--- config.mk ---
export PLATFORM = sky130hd
export DESIGN_NAME = wb_arbiter_n
export DESIGN_NICKNAME = d
export VERILOG_FILES = /design/src/rtl/wb_arbiter_n.sv
export SDC_FILE = /design/constraint.sdc
export NUM_CORES = 1
export LEC_CHECK = 0
export ABC_AREA = 1
export BUFFER_PORTS_ARGS = -buffer_cell sky130_fd_sc_hd__buf_4
export CELL_PAD_IN_SITES_DETAIL_PLACEMENT = 1
export CELL_PAD_IN_SITES_GLOBAL_PLACEMENT = 1
export CORE_MARGIN = 4
export CORE_UTILIZATION = 20
export DETAILED_ROUTE_END_ITERATION = 7
export HOLD_SLACK_MARGIN = 0.06
export PLACE_DENSITY_LB_ADDON = 0.2
export SLEW_MARGIN = 40
export SYNTH_ARGS = -nofsm -noshare
export SYNTH_HDL_FRONTEND = slang
export SYNTH_SLANG_ARGS = --single-unit
--- constraint.sdc ---
create_clock -name clk_i -period 2.2 [get_ports clk_i]
set_input_delay 0.44 -clock clk_i [delete_from_list [all_inputs] [get_ports clk_i]]
set_output_delay 0.44 -clock clk_i [all_outputs]
set_load 0.1 [all_outputs]
--- src/rtl/wb_arbiter_n.sv ---
// wb_arbiter_n: N-master to 1-slave Wishbone classic arbiter.
// Supports round-robin or fixed priority, holds the grant for as long as the
// winning master keeps CYC high, and can end a stalled cycle with an ERR.

module wb_arbiter_n #(
    parameter int N_MASTERS  = 2,
    parameter int ADDR_WIDTH = 32,
    parameter int DATA_WIDTH = 32,
    parameter int ARB_MODE   = 0,
    parameter int TIMEOUT    = 1024
) (
    input  logic                                clk_i,
    input  logic                                rst_ni,
    input  logic [N_MASTERS-1:0]                m_cyc_i,
    input  logic [N_MASTERS-1:0]                m_stb_i,
    input  logic [N_MASTERS-1:0]                m_we_i,
    input  logic [N_MASTERS*ADDR_WIDTH-1:0]     m_adr_i,
    input  logic [N_MASTERS*DATA_WIDTH-1:0]     m_dat_i,
    input  logic [N_MASTERS*(DATA_WIDTH/8)-1:0] m_sel_i,
    output logic [DATA_WIDTH-1:0]               m_dat_o,
    output logic [N_MASTERS-1:0]                m_ack_o,
    output logic [N_MASTERS-1:0]                m_err_o,
    output logic                                s_cyc_o,
    output logic                                s_stb_o,
    output logic                                s_we_o,
    output logic [ADDR_WIDTH-1:0]               s_adr_o,
    output logic [DATA_WIDTH-1:0]               s_dat_o,
    output logic [DATA_WIDTH/8-1:0]             s_sel_o,
    input  logic [DATA_WIDTH-1:0]               s_dat_i,
    input  logic                                s_ack_i,
    input  logic                                s_err_i,
    output logic [N_MASTERS-1:0]                grant_o
);

    localparam int SEL_WIDTH = DATA_WIDTH / 8;
    localparam int GW        = (N_MASTERS > 1) ? $clog2(N_MASTERS) : 1;
    localparam int CW        = (TIMEOUT > 0) ? $clog2(TIMEOUT + 1) : 1;

    // The abort decision is taken on the cycle the count would reach TIMEOUT,
    // so the error lands on the cycle right after TIMEOUT stalled beats.
    localparam logic [CW-1:0] CNT_LAST = CW'((TIMEOUT > 0) ? TIMEOUT - 1 : 0);
    localparam logic [CW-1:0] CNT_MAX  = CW'(TIMEOUT);

    localparam logic [1:0] ST_IDLE  = 2'd0;
    localparam logic [1:0] ST_BUSY  = 2'd1;
    localparam logic [1:0] ST_ABORT = 2'd2;

    logic [1:0]           state;
    logic [1:0]           state_next;
    logic [N_MASTERS-1:0] grant;
    logic [GW-1:0]        last_grant;
    logic [CW-1:0]        count;
    logic [N_MASTERS-1:0] req;
    logic                 any_req;
    logic [GW-1:0]        winner;
    logic                 busy;
    logic                 abort;
    logic                 cur_cyc;
    logic                 stall;
    logic                 timeout_hit;

    // last_grant always names the master currently holding the bus while BUSY,
    // so it doubles as the select for the slave-side mux.
    assign req      = m_cyc_i & m_stb_i;
    assign any_req  = |req;
    assign busy     = (state == ST_BUSY);
    assign abort    = (state == ST_ABORT);
    assign cur_cyc  = m_cyc_i[last_grant];

    assign s_cyc_o  = busy & cur_cyc;
    assign s_stb_o  = busy & m_stb_i[last_grant];
    assign s_we_o   = busy & m_we_i[last_grant];
    assign s_adr_o  = busy ? m_adr_i[int'(last_grant)*ADDR_WIDTH +: ADDR_WIDTH] : '0;
    assign s_dat_o  = busy ? m_dat_i[int'(last_grant)*DATA_WIDTH +: DATA_WIDTH] : '0;
    assign s_sel_o  = busy ? m_sel_i[int'(last_grant)*SEL_WIDTH +: SEL_WIDTH] : '0;

    assign m_dat_o  = s_dat_i;
    assign m_ack_o  = busy ? (grant & {N_MASTERS{s_ack_i}}) : '0;
    assign m_err_o  = busy  ? (grant & {N_MASTERS{s_err_i}}) :
                      abort ? grant : '0;
    assign grant_o  = grant;

    assign stall       = s_stb_o & ~s_ack_i & ~s_err_i;
    assign timeout_hit = (TIMEOUT != 0) && busy && cur_cyc && stall && (count == CNT_LAST);

    // Pick the next owner: rotating search after the last owner, or lowest index.
    always_comb begin
        int  idx;
        logic found;
        winner = '0;
        found  = 1'b0;
        idx    = 0;
        if (ARB_MODE == 1) begin
            for (int i = N_MASTERS - 1; i >= 0; i--) begin
                if (req[i]) winner = GW'(i);
            end
        end else begin
            for (int i = 1; i <= N_MASTERS; i++) begin
                idx = int'(last_grant) + i;
                if (idx >= N_MASTERS) idx = idx - N_MASTERS;
                if (!found && req[idx]) begin
                    winner = GW'(idx);
                    found  = 1'b1;
                end
            end
        end
    end

    // Next-state decode; dropping CYC releases the bus even mid-beat.
    always_comb begin
        state_next = state;
        case (state)
            ST_IDLE:  if (any_req) state_next = ST_BUSY;
            ST_BUSY: begin
                if (!cur_cyc)         state_next = ST_IDLE;
                else if (timeout_hit) state_next = ST_ABORT;
            end
            ST_ABORT: state_next = ST_IDLE;
            default:  state_next = ST_IDLE;
        endcase
    end

    // State, grant register and round-robin history.
    always_ff @(posedge clk_i or negedge rst_ni) begin
        if (!rst_ni) begin
            state      <= ST_IDLE;
            grant      <= '0;
            last_grant <= GW'(N_MASTERS - 1);
        end else begin
            state <= state_next;
            if (state == ST_IDLE && any_req) begin
                grant      <= N_MASTERS'(1) << winner;
                last_grant <= winner;
            end else if (state_next == ST_IDLE) begin
                grant <= '0;
            end
        end
    end

    // Stall counter: counts unanswered strobes, clears on any response or exit.
    always_ff @(posedge clk_i or negedge rst_ni) begin
        if (!rst_ni) begin
            count <= '0;
        end else if (busy && stall && state_next == ST_BUSY) begin
            if (TIMEOUT != 0 && count != CNT_MAX) count <= count + 1'b1;
        end else begin
            count <= '0;
        end
    end

endmodule

==> impl_metrics.env, run 1 <==
export IMPL_reg2reg_slack_ns=0.21
export IMPL_grt_pass1_vias=3447
export IMPL_synth_distinct_cells=28
export IMPL_tns_ns=0
export IMPL_grt_start_max_net_pins=50
export IMPL_path_max_fanout=49
export IMPL_hold_viol_final=0
export IMPL_hold_depth=2
export IMPL_core_area_sq_um=10800
export IMPL_grtUsageTotal_pct=17.6
export IMPL_gr_total_overflow=0
export IMPL_setup_viol=0
export IMPL_drt_pass1_iterations=4
export IMPL_rows=38
export IMPL_crit_path_max_incr_delay_ns=0.58
export IMPL_pwr_density_cell_nw_per_um2=1700
export IMPL_yosysWarnings=0
export IMPL_crit_arrival_ns=1.69
export IMPL_syn_instance_count=391
export IMPL_ys_ff_latch=16
export IMPL_fmax_mhz=470
export IMPL_antenna_left=0
export IMPL_ys_seq_area_share_pct=18.1
export IMPL_antenna_found_initial=0
export IMPL_die_x_um=113
export IMPL_synth_fa_ha_area_share_pct=1.13
export IMPL_muxShareOfSynthArea_pct=0
export IMPL_cts_root_buf="clkbuf_8"
export IMPL_final_max_slew_viol_count=0
export IMPL_first_iter_violations=119
export IMPL_ios=287
export IMPL_cts_sinks=16
export IMPL_area_growth_pct=116
export IMPL_clkPwrFrac_pct=3.2
export IMPL_r2r_start="last_grant"
export IMPL_die_y_um=113
export IMPL_syn_area_sq_um=2220
export IMPL_whs_ns=0.602
export IMPL_p_switching_w=0.00587
export IMPL_cp_slowest_cell="dfstp_2"
export IMPL_io_buffers=222
export IMPL_pwr_share_comb_pct=92.5
export IMPL_final_common_cell="buf_4"
export IMPL_dp_hpwl_um=10300
export IMPL_power_w=0.00815
export IMPL_fin_util_pct=44.2
export IMPL_synth_simple_area_share_pct=39.8
export IMPL_internal_power_w=0.00228
export IMPL_post_route_period_util_pct=96.7
export IMPL_post_dp_cell_area_sq_um=4580
export IMPL_design_die_area_sq_um=12800
export IMPL_syn_nets=571
export IMPL_power_leakage_nw=2.18
export IMPL_totalWireLength_um=12300
export IMPL_ff2ff_path_depth=7
export IMPL_htreeDepth=1
export IMPL_antenna_cells=0
export IMPL_p_sw_share_pct=72.0
export IMPL_tightest_slew_ns=0.533
export IMPL_cts_buffers=3
export IMPL_drive_gt1_share_pct=58.5
export IMPL_crit_path_end_kind="output pin"
export IMPL_post_route_min_period_ns=2.13
export IMPL_fin_area_sq_um=4790
export IMPL_holdCritPathClass="reg -> reg"
export IMPL_status="complete, no violations"
export IMPL_path_cells="buf_12, nand2_1, a21oi_4, buf_4"
export IMPL_n_fill_cell=1315
export IMPL_cts_tree="done"
export IMPL_drv_cap=0
export IMPL_synth_compound_area_share_pct=18.3
export IMPL_startpoint_type="flip-flop"
export IMPL_synthXorXnorAreaFrac_pct=2.37
export IMPL_critPathLaunch="last_grant"
export IMPL_grt_pass1_wl_um=18400
export IMPL_fin_worst_skew_ns=0.00195
export IMPL_avgSynthCellArea_sq_um=5.67
export IMPL_crit_end="s_dat_o[17]"
export IMPL_peakVddDrop_uv=994
export IMPL_r2r_end="count[0]"
export IMPL_clk_latency_ns=0.24
export IMPL_vias=3220
export IMPL_gp_congestion=0.844
export IMPL_route_detailed_drc=0
export IMPL_slew_headroom_pct=64.4
export IMPL_critPathRequiredTime_ns=1.76
export IMPL_initial_utilization_pct=20.5
export IMPL_layout_cells_most_common_list="buf_4 (194), nand2_1 (161), a21oi_4 (55)"
export IMPL_nNetsFinal=754
export IMPL_clk_pin_slew_ns=0.06
export IMPL_post_drt_via_cell_ratio=4.52
export IMPL_crit_type="reg -> out"
export IMPL_synth_top_family_by_area="simple AND/OR/NAND/NOR gates"
export IMPL_pwr_share_seq_pct=4.3
export IMPL_cts_buffer_depth=2
export IMPL_wl_per_cell_um=17.2
## cells in the mapped netlist
cell / instances / area, sq um
a21oi_1: 70 / 350
buf_2: 2 / 10.0
buf_4: 32 / 240
buf_6: 2 / 22.5
clkbuf_1: 20 / 75.1
dfrtp_1: 15 / 375
dfstp_2: 1 / 26.3
ha_1: 2 / 25.0
inv_1: 24 / 90.1
inv_2: 1 / 3.75
inv_6: 1 / 8.76
nand2_1: 161 / 604
nand2_2: 2 / 12.5
nand3_1: 5 / 25.0
nand3_2: 1 / 10.0
nand3_4: 1 / 17.5
nand4_1: 3 / 18.8
nor2_1: 12 / 45.0
nor2_2: 11 / 68.8
nor2_4: 4 / 45.0
nor3_1: 5 / 25.0
nor3_2: 1 / 10.0
o211ai_2: 1 / 12.5
o21a_1: 1 / 7.51
o21ai_0: 5 / 25.0
o21ai_1: 2 / 10.0
xnor2_1: 1 / 8.76
xor2_1: 5 / 43.8
## state kept, by name, summed over array words and instances, names as in the netlist
name,flops
state,2
grant_o,2
count,11
last_grant,1
## worst min path at each step
stage | startpoint | end
floorplan | rst_ni | count[0]
global placement | rst_ni | count[1]
detailed placement | rst_ni | count[9]
CTS | rst_ni | count[9]
global route | rst_ni | count[1]
finish | count[8] | count[8]
## stage by stage
stage	instances	setup slack, ns
4_1_cts	712	0.00489
5_1_grt	713	-0.00254
3_3_place_gp	707	0.286
6_report	713	0.0727
2_1_floorplan	391	-0.246
3_5_place_dp	707	0.253
## area by class of cell
class	instances	area, sq um	area share [%]
multi-input cells	293	2060	43.1
repair buffers	234	1990	41.4
flip-flops and latches	16	403	8.41
well taps	140	175	3.65
inverters	26	110	2.30
clock buffers	4	55.1	1.15
## worst max-delay path: cells and delay by family (launching register included)
kind	cells	cell delay [ns]
compound gates	1	0.16
simple gates	1	0.14
flops	1	0.58
buf+inv	2	0.54
## timing repair
action,4_1_cts,5_1_grt
gates resized for setup,0,37
hold buffers,1,0
endpoints found under the hold margin,15,0
setup endpoints to repair,0,58
setup buffers,0,1
## power by group through the flow
stage	clock (W)	combinational, W	sequential [W]
global placement	0	0.00728	0.000354
global route	0.000285	0.00780	0.000355
CTS	0.000269	0.00736	0.000351
floorplan	0	0.00593	0.000419
finish	0.000257	0.00754	0.000350
detailed placement	0	0.00735	0.000356
## routing by layer
| metal | track usage, % | share of wire, % | vias to the layer above |
|---|---|---|---|
| met3 | 3.69 | 7.1 | 20 |
| met4 | 4.57 | 2.0 | 0 |
| met1 | 20.6 | 39 | 1500 |
| li1 | - | - | 1560 |
| met2 | 32.4 | 52 | 140 |
| met5 | 0 | 0 | - |
## logic make-up after synthesis
family,count (synthesis)
AND/OR/NAND/NOR,206
flip-flops,16
adder cells (fa/ha/maj),2
buffers and inverters,82
AO/OA/AOI/OAI,79
XOR/XNOR,6
No activity file was read; power rests on OpenSTA's default activity.
==> run 2, diff against run 1 <==
BUFFER_PORTS_ARGS = -buffer_cell sky130_fd_sc_hd__buf_2   (was -buffer_cell sky130_fd_sc_hd__buf_4)
==> run 2 against run 1 <==
  * Final cell count increased by 0.84%
  * Clock-buffer cell count unchanged
  * Final area rose by 9.5%
  * Power grew 17%
  * Utilization increased by 4.2 points
  * Critical path type unchanged
  * Critical endpoint is now s_cyc_o
  * Largest cell class is now non-clock buffers
==> impl_metrics.env, run 2 (synthesis gave the netlist of run 1 again) <==
export IMPL_slew_headroom_pct=67.3
export IMPL_grtUsageTotal_pct=18.2
export IMPL_hold_viol_final=0
export IMPL_initial_utilization_pct=20.5
export IMPL_cts_buffer_depth=2
export IMPL_crit_arrival_ns=1.68
export IMPL_dp_slack_ns=0.271
export IMPL_cts_buffers=3
export IMPL_cts_sinks=16
export IMPL_final_max_slew_viol_count=0
export IMPL_antenna_found_initial=0
export IMPL_wl_per_cell_um=17.7
export IMPL_design_die_area_sq_um=12800
export IMPL_drive_gt1_share_pct=58.8
export IMPL_fin_util_pct=48.4
export IMPL_post_drt_via_cell_ratio=4.54
export IMPL_dp_hpwl_um=11000
export IMPL_antenna_left=0
export IMPL_crit_type="reg -> out"
export IMPL_status="complete, no violations"
export IMPL_grt_pass1_wl_um=18900
export IMPL_crit_path_end_kind="output pin"
export IMPL_totalWireLength_um=12700
export IMPL_final_common_cell="nand2_1"
export IMPL_clk_pin_slew_ns=0.06
export IMPL_fin_worst_skew_ns=0.00116
export IMPL_nNetsFinal=759
export IMPL_core_area_sq_um=10800
export IMPL_power_leakage_nw=2.30
export IMPL_critPathRequiredTime_ns=1.76
export IMPL_gp_congestion=0.884
export IMPL_io_buffers=222
export IMPL_dp_cells=712
export IMPL_seqCellArea_sq_um=407
export IMPL_clk_latency_ns=0.25
export IMPL_layout_cells_most_common_list="nand2_1 (161), buf_2 (149), buf_12 (80)"
export IMPL_r2r_start="last_grant"
export IMPL_pwr_density_cell_nw_per_um2=1810
export IMPL_peakVddDrop_uv=1130
export IMPL_setup_slack_ns=0.0769
export IMPL_reg2reg_slack_ns=0.33
export IMPL_drv_cap=0
export IMPL_die_x_um=113
export IMPL_post_route_min_period_ns=2.12
export IMPL_whs_ns=0.101
export IMPL_tns_ns=0
export IMPL_die_y_um=113
export IMPL_vias=3264
export IMPL_grt_start_max_net_pins=35
export IMPL_path_max_fanout=22
export IMPL_ios=287
export IMPL_htreeDepth=1
export IMPL_n_fill_cell=1301
export IMPL_tightest_slew_ns=0.494
export IMPL_r2r_end="count[4]"
export IMPL_gr_total_overflow=0
export IMPL_area_growth_pct=137
export IMPL_rows=38
export IMPL_largest_register="count"
export IMPL_multi_input_area_sq_um=2060
export IMPL_ff2ff_path_depth=7
export IMPL_drt_pass1_iterations=4
export IMPL_largest_reg_flops=11
export IMPL_cts_tree="done"
export IMPL_startpoint_type="flip-flop"
export IMPL_route_detailed_drc=0
export IMPL_stdcell_count=719
export IMPL_setup_viol=0
export IMPL_cts_root_buf="clkbuf_8"
export IMPL_post_route_period_util_pct=96.5
export IMPL_fmax_mhz=471
export IMPL_holdCritPathClass="in -> async"
export IMPL_grt_pass1_vias=3502
export IMPL_rsz0062_at_grt="false"
export IMPL_first_iter_violations=119
## run 2: power breakdown
group	internal, W	switching, W
clock network	0.000128	0.000102
registers	0.000334	0.0000500
logic	0.00289	0.00598
## run 2: final cells by class
class                           count  share of cell area, %
Antenna cell                        1                 0.0477
Clock buffer                        4                  0.858
Inverter                           26                   2.10
Multi-Input combinational cell    293                   39.3
Sequential cell                    16                   7.75
Tap cell                          140                   3.34
Timing Repair Buffer              239                   46.6
## run 2: per-layer routing
layer	share of wire, %	wire length, um	vias to the layer above	track usage, %
li1	-	-	1574	-
met1	38	4790	1532	20.6
met2	54	6910	144	35.4
met3	6.1	775	14	3.10
met4	1.8	233	0	4.01
met5	0	0	-	0
## run 2: worst max path at each step
stage                      end       start  slack, ns  depth (start not counted)
floorplan           m_err_o[0]  grant_o[0]      -0.25                          2
global placement      count[4]  last_grant       0.31                          7
detailed placement    count[4]  last_grant       0.27                          7
CTS                    s_cyc_o  last_grant       0.03                          5
global route           s_stb_o  last_grant      0.001                          6
finish                 s_cyc_o  last_grant       0.08                          5
## run 2: critical path, cell delays in order (launching register included)
cell and delay, ns:
dfstp_4 0.73, inv_8 0.10, nand2_1 0.10, nand3_2 0.12, inv_1 0.18, buf_12 0.19
## run 2: per-stage QoR
step / instance area, sq um / total power, W
floorplan: 2920 / 0.00635
global placement: 5160 / 0.00918
detailed placement: 5160 / 0.00927
CTS: 5210 / 0.00953
global route: 5250 / 0.00981
finish: 5250 / 0.00949
## run 2: repair_timing
action / in CTS / in global routing
cloned: 0 / 1
hold buffers: 0 / 0
setup endpoints to repair: 1 / 26
gates resized for setup: 1 / 2
buffers inserted: 0 / 1
